<file path="src/rtl/hash_process_param_pkg.sv">
// Shared SHA-256 constants, helper functions and FSM state type for the
// parametrised block processor.
package hash_process_param_pkg;

    typedef enum logic [1:0] {
        ST_READY,
        ST_ROUND,
        ST_UPDATE,
        ST_HOLD
    } state_t;

    localparam logic [31:0] K [0:63] = '{
        32'h428a2f98, 32'h71374491, 32'hb5c0fbcf, 32'he9b5dba5,
        32'h3956c25b, 32'h59f111f1, 32'h923f82a4, 32'hab1c5ed5,
        32'hd807aa98, 32'h12835b01, 32'h243185be, 32'h550c7dc3,
        32'h72be5d74, 32'h80deb1fe, 32'h9bdc06a7, 32'hc19bf174,
        32'he49b69c1, 32'hefbe4786, 32'h0fc19dc6, 32'h240ca1cc,
        32'h2de92c6f, 32'h4a7484aa, 32'h5cb0a9dc, 32'h76f988da,
        32'h983e5152, 32'ha831c66d, 32'hb00327c8, 32'hbf597fc7,
        32'hc6e00bf3, 32'hd5a79147, 32'h06ca6351, 32'h14292967,
        32'h27b70a85, 32'h2e1b2138, 32'h4d2c6dfc, 32'h53380d13,
        32'h650a7354, 32'h766a0abb, 32'h81c2c92e, 32'h92722c85,
        32'ha2bfe8a1, 32'ha81a664b, 32'hc24b8b70, 32'hc76c51a3,
        32'hd192e819, 32'hd6990624, 32'hf40e3585, 32'h106aa070,
        32'h19a4c116, 32'h1e376c08, 32'h2748774c, 32'h34b0bcb5,
        32'h391c0cb3, 32'h4ed8aa4a, 32'h5b9cca4f, 32'h682e6ff3,
        32'h748f82ee, 32'h78a5636f, 32'h84c87814, 32'h8cc70208,
        32'h90befffa, 32'ha4506ceb, 32'hbef9a3f7, 32'hc67178f2
    };

    localparam logic [31:0] IV256 [0:7] = '{
        32'h6a09e667, 32'hbb67ae85, 32'h3c6ef372, 32'ha54ff53a,
        32'h510e527f, 32'h9b05688c, 32'h1f83d9ab, 32'h5be0cd19
    };

    localparam logic [31:0] IV224 [0:7] = '{
        32'hc1059ed8, 32'h367cd507, 32'h3070dd17, 32'hf70e5939,
        32'hffc00b31, 32'h68581511, 32'h64f98fa7, 32'hbefa4fa4
    };

    function automatic logic [31:0] rotr(input logic [31:0] x, input int unsigned n);
        return (x >> n) | (x << (32 - n));
    endfunction

    function automatic logic [31:0] bsig0(input logic [31:0] x);
        return rotr(x, 2) ^ rotr(x, 13) ^ rotr(x, 22);
    endfunction

    function automatic logic [31:0] bsig1(input logic [31:0] x);
        return rotr(x, 6) ^ rotr(x, 11) ^ rotr(x, 25);
    endfunction

    function automatic logic [31:0] ssig0(input logic [31:0] x);
        return rotr(x, 7) ^ rotr(x, 18) ^ (x >> 3);
    endfunction

    function automatic logic [31:0] ssig1(input logic [31:0] x);
        return rotr(x, 17) ^ rotr(x, 19) ^ (x >> 10);
    endfunction

    function automatic logic [31:0] ch(input logic [31:0] x, input logic [31:0] y,
                                       input logic [31:0] z);
        return (x & y) ^ (~x & z);
    endfunction

    function automatic logic [31:0] maj(input logic [31:0] x, input logic [31:0] y,
                                        input logic [31:0] z);
        return (x & y) ^ (x & z) ^ (y & z);
    endfunction

endpackage

</file>
<file path="src/rtl/hash_process_param_sha256_round.sv">
// One combinational SHA-256 compression round. Working word 0 is 'a',
// word 7 is 'h'.
module sha256_round
    import hash_process_param_pkg::*;
(
    input  logic [255:0] work_i,
    input  logic [31:0]  k_i,
    input  logic [31:0]  w_i,
    output logic [255:0] work_o
);

    logic [7:0][31:0] wk;
    logic [7:0][31:0] nx;
    logic [31:0]      t1;
    logic [31:0]      t2;

    assign wk = work_i;

    // Compute T1/T2 and rotate the working variables by one position.
    always_comb begin
        t1    = wk[7] + bsig1(wk[4]) + ch(wk[4], wk[5], wk[6]) + k_i + w_i;
        t2    = bsig0(wk[0]) + maj(wk[0], wk[1], wk[2]);
        nx[0] = t1 + t2;
        nx[1] = wk[0];
        nx[2] = wk[1];
        nx[3] = wk[2];
        nx[4] = wk[3] + t1;
        nx[5] = wk[4];
        nx[6] = wk[5];
        nx[7] = wk[6];
    end

    assign work_o = nx;

endmodule

</file>
<file path="src/rtl/hash_process_param.sv">
// SHA-256 / SHA-224 block processor with configurable rounds per clock,
// per-message mode select and message ID passthrough.
module hash_process_param
    import hash_process_param_pkg::*;
#(
    parameter int unsigned ROUNDS_PER_CYCLE = 1,
    parameter int unsigned ID_W             = 4
) (
    input  logic            clk,
    input  logic            sync_rst,
    input  logic [511:0]    data_in,
    input  logic            data_in_last,
    input  logic            data_in_mode224,
    input  logic [ID_W-1:0] data_in_id,
    input  logic            data_in_valid,
    output logic            data_in_ready,
    output logic [255:0]    data_out,
    output logic [ID_W-1:0] data_out_id,
    output logic            data_out_mode224,
    output logic            data_out_last,
    output logic            data_out_valid,
    input  logic            data_out_ready
);

    localparam int unsigned R  = ROUNDS_PER_CYCLE;
    localparam logic [6:0]  R7 = 7'(ROUNDS_PER_CYCLE);

    if (!(R == 1 || R == 2 || R == 4 || R == 8)) begin : g_bad_rounds
        $error("hash_process_param: ROUNDS_PER_CYCLE must be 1, 2, 4 or 8");
    end

    state_t           state_q, state_d;
    logic             ready_q, ready_d;
    logic [7:0][31:0] h_q;
    logic [7:0][31:0] work_q;
    logic [7:0][31:0] h_sum;
    logic [7:0][31:0] iv_sel;
    logic [7:0][31:0] rnd_out;
    logic [7:0][31:0] out_src;
    logic [15:0][31:0] w_q;
    logic [15:0][31:0] w_next;
    logic [31:0]      ext [0:15+R];
    logic [6:0]       cnt_q;
    logic             first_q;
    logic             last_q;
    logic             mode_q;
    logic [ID_W-1:0]  id_q;
    logic [255:0]     out_q;
    logic [255:0]     out_data;
    logic [ID_W-1:0]  out_id_q;
    logic             out_mode_q;
    logic             out_valid_q;

    logic in_fire;
    logic rounds_done;
    logic slot_free;
    logic do_round;
    logic do_update;
    logic out_load;

    assign in_fire     = (state_q == ST_READY) && ready_q && data_in_valid;
    assign rounds_done = (cnt_q == 7'd64);
    assign slot_free   = !out_valid_q || data_out_ready;

    // Chain of R combinational rounds; round j consumes window word j.
    for (genvar j = 0; j < R; j++) begin : g_rnd
        logic [7:0][31:0] cur;
        logic [7:0][31:0] nxt;
        if (j == 0) begin : g_first
            assign cur = work_q;
        end else begin : g_chain
            assign cur = g_rnd[j-1].nxt;
        end
        sha256_round u_round (
            .work_i (cur),
            .k_i    (K[cnt_q[5:0] + 6'(j)]),
            .w_i    (w_q[j]),
            .work_o (nxt)
        );
    end
    assign rnd_out = g_rnd[R-1].nxt;

    // Extend the 16-word window by R schedule words, then drop the oldest R.
    // New words may depend on words generated earlier in the same cycle.
    always_comb begin
        for (int unsigned i = 0; i < 16; i++) begin
            ext[i] = w_q[i];
        end
        for (int unsigned i = 16; i < 16 + R; i++) begin
            ext[i] = ssig1(ext[i-2]) + ext[i-7] + ssig0(ext[i-15]) + ext[i-16];
        end
        for (int unsigned i = 0; i < 16; i++) begin
            w_next[i] = ext[i+R];
        end
    end

    // Chaining-value sum, IV choice and digest formatting.
    always_comb begin
        for (int unsigned i = 0; i < 8; i++) begin
            h_sum[i]  = h_q[i] + work_q[i];
            iv_sel[i] = data_in_mode224 ? IV224[i] : IV256[i];
        end
        out_src = (state_q == ST_UPDATE) ? h_sum : h_q;
        for (int unsigned i = 0; i < 8; i++) begin
            out_data[32*(7-i) +: 32] = out_src[i];
        end
        if (mode_q) begin
            out_data[31:0] = '0;
        end
    end

    // FSM state register and registered input-ready flag.
    always_ff @(posedge clk) begin
        if (sync_rst) begin
            state_q <= ST_READY;
            ready_q <= 1'b0;
        end else begin
            state_q <= state_d;
            ready_q <= ready_d;
        end
    end

    // FSM next-state logic.
    always_comb begin
        state_d = state_q;
        unique case (state_q)
            ST_READY:  if (in_fire) state_d = ST_ROUND;
            ST_ROUND:  if (rounds_done) state_d = ST_UPDATE;
            ST_UPDATE: begin
                if (!last_q || slot_free) state_d = ST_READY;
                else                      state_d = ST_HOLD;
            end
            ST_HOLD:   if (slot_free) state_d = ST_READY;
        endcase
    end

    // FSM outputs: datapath enables and next value of input ready.
    always_comb begin
        do_round  = (state_q == ST_ROUND) && !rounds_done;
        do_update = (state_q == ST_UPDATE);
        out_load  = slot_free && (((state_q == ST_UPDATE) && last_q) || (state_q == ST_HOLD));
        ready_d   = (state_d == ST_READY);
    end

    // Working variables, schedule window, chaining value and message context.
    always_ff @(posedge clk) begin
        if (sync_rst) begin
            h_q     <= '0;
            work_q  <= '0;
            w_q     <= '0;
            cnt_q   <= '0;
            first_q <= 1'b1;
            last_q  <= 1'b0;
            mode_q  <= 1'b0;
            id_q    <= '0;
        end else begin
            if (in_fire) begin
                for (int unsigned i = 0; i < 16; i++) begin
                    w_q[i] <= data_in[32*(15-i) +: 32];
                end
                cnt_q  <= '0;
                last_q <= data_in_last;
                if (first_q) begin
                    h_q    <= iv_sel;
                    work_q <= iv_sel;
                    mode_q <= data_in_mode224;
                    id_q   <= data_in_id;
                end else begin
                    work_q <= h_q;
                end
            end
            if (do_round) begin
                work_q <= rnd_out;
                w_q    <= w_next;
                cnt_q  <= cnt_q + R7;
            end
            if (do_update) begin
                h_q     <= h_sum;
                first_q <= last_q;
            end
        end
    end

    // Output slot: holds a digest until the consumer accepts it; a new
    // digest may replace it on the accepting edge.
    always_ff @(posedge clk) begin
        if (sync_rst) begin
            out_q       <= '0;
            out_id_q    <= '0;
            out_mode_q  <= 1'b0;
            out_valid_q <= 1'b0;
        end else if (out_load) begin
            out_q       <= out_data;
            out_id_q    <= id_q;
            out_mode_q  <= mode_q;
            out_valid_q <= 1'b1;
        end else if (data_out_ready) begin
            out_valid_q <= 1'b0;
        end
    end

    assign data_in_ready    = ready_q;
    assign data_out         = out_q;
    assign data_out_id      = out_id_q;
    assign data_out_mode224 = out_mode_q;
    assign data_out_last    = out_valid_q;
    assign data_out_valid   = out_valid_q;

endmodule

</file>
<file path="config.mk">
export PLATFORM = sky130hd
export DESIGN_NAME = hash_process_param
export DESIGN_NICKNAME = d
export VERILOG_FILES = /design/src/rtl/hash_process_param_pkg.sv /design/src/rtl/hash_process_param_sha256_round.sv /design/src/rtl/hash_process_param.sv
export SDC_FILE = /design/constraint.sdc
export NUM_CORES = 2
export LEC_CHECK = 0
export BUFFER_PORTS_ARGS = -buffer_cell sky130_fd_sc_hd__buf_2
export CAP_MARGIN = 15
export CORE_MARGIN = 2
export CORE_UTILIZATION = 25
export DETAILED_ROUTE_END_ITERATION = 8
export PLACE_DENSITY = 0.43
export SYNTH_ARGS = -nofsm -noshare
export SYNTH_HDL_FRONTEND = slang
export SYNTH_SLANG_ARGS = --single-unit
</file>
<file path="constraint.sdc">
create_clock -name clk -period 12.7 [get_ports clk]
set_input_delay 0 -clock clk [delete_from_list [all_inputs] [get_ports clk]]
set_output_delay 0 -clock clk [all_outputs]
set_load 0.02 [all_outputs]
</file>
## After elaboration in Yosys (flattened, before gate mapping)

Memories as Yosys holds them, arrays and structs flattened.
Index checks and enable logic that the tools add are counted.

| operators by class | value |
|---|---|
| order comparisons | 1 |
| reductions and logical operators | 17 |
| mux-type cells | 27 |
| equality and inequality tests | 4 |
| $add $sub $neg | 19 |
| bitwise operators | 28 |

Operators by type and width:

| cell | number |
|---|---|
| $mux 256 | 5 |
| $mux 512 | 2 |
| $add 32x32->32 | 18 |
| $xor 32x32->32 | 9 |
| $mux 32 | 8 |
| $and 32x32->32 | 5 |
| $mux 31 | 2 |
| $not 32->32 | 1 |
| $or 10x32->32 | 1 |
| $or 13x32->32 | 1 |
| $or 14x32->32 | 1 |
| $or 15x32->32 | 1 |
| $or 19x32->32 | 1 |
| $or 21x32->32 | 1 |
| $or 25x32->32 | 1 |
| $or 26x32->32 | 1 |
| $or 30x32->32 | 1 |
| $or 7x32->32 | 1 |
| $xor 32x22->32 | 1 |
| $xor 32x29->32 | 1 |
| $mux 28 | 1 |
| $mux 7 | 2 |
| $mux 2 | 4 |
| $pmux 2 s4 | 1 |
| other kinds (13) | 26 |

| storage, ports and cells | value |
|---|---|
| input port bits | 522 |
| register bits | 1303 |
| memory bits (read-only) | 2048 |
| output and inout bits | 264 |
| memories kept | 1 |
| word-level logic and storage cells | 140 |

Memory list:

| name | depth | bits a word | read ports | clocked after memory_dff | wr ports | line | text |
|---|---|---|---|---|---|---|---|
| (no name shown) | 64 | 32 | 1 | 0 | 0 | hash_process_param.sv:76 | `.k_i (K[cnt_q[5:0] + 6'(j)]),` |

## Depth between registers and ports, before layout

| logic depth | value |
|---|---|
| depth after elaboration | 9 |
| mapped depth | 37 |
| mapped depth without buffers | 35 |

## By module

From an unflattened synthesis, not the netlist that was laid out.

| unflattened totals | value |
|---|---|
| cells, all modules | 10972 |
| area, all modules | 84088.1 um2 |

Modules (own cells, without submodules):

| module | sequential area each (um2) | cells an instance | area an instance (um2) | instances |
|---|---|---|---|---|
| hash_process_param | 26085.0 | 9628 | 73137.6 | 1 |
| sha256_round | 0.0 | 1344 | 10950.5 | 1 |

## Worst setup path before layout

OpenSTA, ideal clock, no wires.

| timing path | value |
|---|---|
| path type | register -> register |
| from | register cnt_q[0] |
| to | register work_q (netlist bit g_rnd[0].cur[31]) |
| arrival | 6.840 ns |
| required time | 12.580 ns |
| path slack | 5.740 ns |
| library setup time | 0.120 ns |
| cell stages (with the launch flop) | 31 |
| cell sequence | dfxtp_1 -> clkinv_1 -> ha_1 -> clkbuf_1 -> inv_1 -> nor2_1 -> o21a_1 -> a21oi_1 -> o211ai_1 -> o31ai_1 -> fa_1 -> inv_1 -> ha_1 -> a21o_1 -> a21oi_1 -> o21a_1 -> o311ai_0 -> nand2_1 -> o311ai_0 -> a41oi_1 -> xnor2_1 -> fa_1 -> ha_1 -> a21o_1 -> a21oi_1 -> nor2_1 -> o21ai_0 -> nand2b_1 -> a221o_1 -> nor3b_1 -> a211o_1 |

| on the way | value |
|---|---|
| word-level cells in the longest chain between the ends | 8 |

Ends and longest elaborated chain:

| item | line | text |
|---|---|---|
| start: declaration | hash_process_param.sv:43 | `logic [6:0] cnt_q;` |
| start signal: assignment | hash_process_param.sv:175 | `cnt_q <= cnt_q + R7;` |
| $not 6->7 (implied by the code) | hash_process_param.sv:76 |  |
| $mem_v2 64x32 | - |  |
| $mux 32 (implied by the code) (2 in series) | hash_process_param.sv:76 |  |
| $add 32x32->32 (2 in series) | hash_process_param_sha256_round.sv:21 | `t1 = wk[7] + bsig1(wk[4]) + ch(wk[4], wk[5], wk[6]) + k_i + w_i;` |
| $add 32x32->32 | hash_process_param_sha256_round.sv:23 | `nx[0] = t1 + t2;` |
| $mux 256 | hash_process_param.sv:172 | `if (do_round) begin` |
| end signal: assignment | hash_process_param.sv:165 | `work_q <= iv_sel;` |
| end signal: assignment | hash_process_param.sv:169 | `work_q <= h_q;` |
| end signal: assignment | hash_process_param.sv:173 | `work_q <= rnd_out;` |
| end: declaration | hash_process_param.sv:35 | `logic [7:0][31:0] work_q;` |

Several ways; a longest one is shown, not always the timed one. The select of a mux whose other input is x is not followed.
A chain may end at the register's enable or synchronous reset.

## Final worst setup path

| timing path | value |
|---|---|
| from | register cnt_q[0] |
| to | register work_q (netlist bit g_rnd[0].cur[30]) |

Same word-level chain as after synthesis.

==> summary.txt <==
STA
  – Endpoints failing setup: 0
  – Max-slew violation count: 0
  – Max-Slew Margin vs Limit: 19.9%
  – Final hold vios: 0
  – Fin crit share: 75.7%
  – Achievable Freq: 104 MHz
  – Min Tclk post-route: 9620 ps
  – Worst slew pin tran: 1200 ps
  – Setup TNS: 0 ps
  – Setup ws final: 3080 ps
  – Clk_skew: 73.8 ps
  – RSZ-0062 raised after global routing: false

Clock tree
  – TritonCTS clock tree: done
  – Gates resized, CTS repair: 0
  – Root buf cell: clkbuf_16
  – Clock slew at reported path FFs: 60 ps
  – CTS Buf Count: 169
  – Clock sink total: 1303
  – Clock buffer depth: 4
  – Clk_lat worst skew: 900 ps
  – # H-tree levels: 4

Global routing
  – Grt ovf: 0
  – Met2 Track Usage GR: between 40% and 50%
  – Number of global-route vias before repair: between 80k and 90k
  – GRT Resource Usage Total: roughly a quarter
  – Gr busiest metal: met2
  – Pin count of the biggest net entering global routing: roughly 200
  – GRT met3 Usage: 3.47%
  – Global-route wire length before repair: 632000 um
  – Initial antenna violation count: 113
  – Met1 Use GR: between 30 and 40%

Setup path
  – CP endpoint kind: register
  – CP Class: register to register
  – Reg2Reg Depth: 33
  – Slowest CP cell: ha_1
  – Worst setup SP type: register
  – Crit-path max cell delay: about 750 ps
  – Crit-path max FO: 27
  – Required @ worst endpoint: 13400 ps
  – Worst endpoint data arrival time: 10320 ps
  – Most used cell, CP: a21oi_1

Synthesis
  – Main synth FF type: dfxtp_1
  – Synth Instances: roughly 11k
  – Seq/Total Area, Yosys: 32.1%
  – Post-synth net total: approximately 12k
  – Synth cell types: 102
  – Post-synth EDFFs: 0
  – Largest cells by area after synthesis: dfxtp_1, a21oi_1, nand2_1
  – Post-Syn Area per Cell: 7.74 um^2
  – Synth area leader: dfxtp_1
  – Post-synth ARST share: 0%
  – Synth top area share: 32.1%
  – Post-synth top cells: nand2_1, dfxtp_1, a21oi_1
  – Yosys warning count: 0
  – Mapped cell area: 81400 um^2
  – Count leader, synth: nand2_1
  – Yosys reg bits: 1303

Placement
  – GP Congestion: between 0.9 and 1
  – Post-DP HPWL: 332000 um
  – Pre-CTS setup slack: 3180 ps
  – Port Buf Inserts: 785
  – DP Cell Count: 15.0k

Routing
  – Total wire length: around 450000 um
  – DR pass1 iterations: 6
  – Routed wire per std cell: ~27 um
  – Post-DR vias/cell: 5.31
  – Via count: 86.5k
  – First DRT Iteration DRCs: between 7k and 8k
  – Final ANT Viol Nets: 0
  – Drc violations: 0

Floorplanning
  – Core Area: 324000 um^2
  – Die area: 330000 um^2
  – Row cnt: 209
  – Die Y-Extent: between 500 and 600 um
  – Initial cell density of the core: 25.1%
  – Top Ports: 786
  – Die width: 575 um

Layout
  – Layout Cells excl Fill: 16.3k
  – Area grow syn2layout: 28.5%
  – Post-layout util: 32.3%
  – Layout cell share with drive strength beyond 1: between 10% and 20%
  – Fin nets: 12.9k

Hold path
  – Hold Path Cell Cnt: 4
  – Hold Path Class: input pin to register

Power and ir drop
  – Reg power frac: 21.6%
  – Sw frac: 46.7%
  – Power per Cell Area: 219 nW/um^2
  – Lkg Pwr: 42.2 nW
  – Cell-internal power: 12.2 mW
  – Clk pwr share: 22.0%
  – Comb pwr share: approximately 56%
  – Net Switching: 10.7 mW
  – Worst VDD drop: 0.285 mV

Run
  – Number of max-cap violations: 0

Outcome
  – Outcome: complete, no violations
## metal layers
metal  vias up  routed length [um]  share of wire (%)
met1     42590              187000                 42
li1      39867                   -                  -
met3       779               25100                5.6
met5         -                 238              0.053
met4        42               24100                5.4
met2      3199              211000                 47
## power by group through the flow
| stage | sequential [mW] | combinational [mW] | clock (mW) |
|---|---|---|---|
| after floorplan | 4.65 | 8.61 | 0 |
| after global placement | 5.03 | 12.5 | 0 |
| after detailed placement | 5.03 | 12.5 | 0 |
| after CTS | 4.95 | 12.8 | 5.14 |
| after global routing | 4.97 | 14.1 | 5.28 |
| final | 4.96 | 12.9 | 5.04 |
## flip-flops by register name, indices dropped and copies added (netlist names)
signal	cells
ext	512
data_out	256
first_q	1
last_q	1
h_q	256
state_q	2
data_out_mode224	1
data_out_id	4
mode_q	1
cnt_q	7
data_out_last	1
g_rnd.cur	256
data_in_ready	1
id_q	4
## cell families (layout without fill, tap and decap cells)
group | after synthesis | after routing | synth area share, %
adder cells (fa/ha/maj) | 610 | 610 | 11.1
other | 0 | 83 | 0
AO/OA/AOI/OAI | 3420 | 3420 | 26.9
multiplexers | 72 | 72 | 1.01
AND/OR/NAND/NOR | 3321 | 3321 | 17.2
flip-flops | 1303 | 1303 | 32.1
buffers and inverters | 1253 | 2620 | 5.79
XOR/XNOR | 542 | 542 | 5.87
## repair_timing
| item | 4_1_cts | 5_1_grt |
|---|---|---|
| buffers inserted | 0 | 0 |
| endpoints found under the hold margin | 575 | 0 |
| hold buffers | 957 | 0 |
## placed cells by master, fill, tap and decap left out, types with 33 or more instances in the layout
| cell type | netlist | final |
|---|---|---|
| a2111oi_0 | 49 | 49 |
| a211oi_1 | 225 | 225 |
| a21o_1 | 186 | 186 |
| a21oi_1 | 1255 | 1255 |
| a221oi_1 | 58 | 58 |
| a22oi_1 | 205 | 205 |
| a311oi_1 | 340 | 340 |
| a31oi_1 | 116 | 116 |
| and2_1 | 43 | 42 |
| and3_1 | 75 | 74 |
| buf_2 | 4 | 784 |
| buf_4 | 1 | 163 |
| clkbuf_1 | 782 | 36 |
| clkbuf_16 | 0 | 172 |
| clkbuf_8 | 0 | 33 |
| dfxtp_1 | 1303 | 1298 |
| diode_2 | 0 | 83 |
| dlygate4sd3_1 | 0 | 957 |
| fa_1 | 195 | 195 |
| ha_1 | 393 | 393 |
| inv_1 | 406 | 403 |
| mux2i_1 | 51 | 51 |
| nand2_1 | 1559 | 1553 |
| nand2b_1 | 62 | 59 |
| nand3_1 | 114 | 113 |
| nor2_1 | 1004 | 996 |
| nor2b_1 | 61 | 58 |
| nor3_1 | 242 | 242 |
| o211ai_1 | 129 | 129 |
| o21a_1 | 56 | 56 |
| o21ai_0 | 519 | 519 |
| o21bai_1 | 46 | 46 |
| or3_1 | 45 | 45 |
| xnor2_1 | 362 | 362 |
| xor2_1 | 178 | 178 |
## worst paths after layout
kind	slack (ps)	to	startpoint
max	3080	g_rnd[0].cur[30]	cnt_q[0]
min	40	ext[120]	data_in[88]
max reg2reg	3080	g_rnd[0].cur[30]	cnt_q[0]
min reg2reg	450	data_out[33]	data_out[33]
## worst max-delay path, delay by kind of cell, from the launching register on
kind / cells / cell delay [ps]
AO/OA/AOI/OAI: 13 / 2960
XOR/XNOR: 2 / 740
buffers and inverters: 5 / 1390
AND/OR/NAND/NOR: 7 / 1250
flip-flops: 1 / 300
adder cells (fa/ha/maj): 6 / 2810
## layout make-up
type,count,area (um^2)
timing repair buffer,1913,14900
antenna,83,208
sequential,1303,26100
fill,34582,219000
inverter,408,1540
clock buffer,241,4890
multi-input combinational,7965,50700
tap,4325,5410
clock inverter,58,779
## per-stage QoR
stage	hold WS, ps	total power [mW]	instance area [um^2]
3_3_place_gp	244	17.6	89100
6_report	43.8	22.9	105000
5_1_grt	19.7	24.3	105000
3_5_place_dp	250	17.5	89100
4_1_cts	0.541	22.9	104000
2_1_floorplan	136	13.3	81400
No activity file was read; power rests on OpenSTA's default activity.
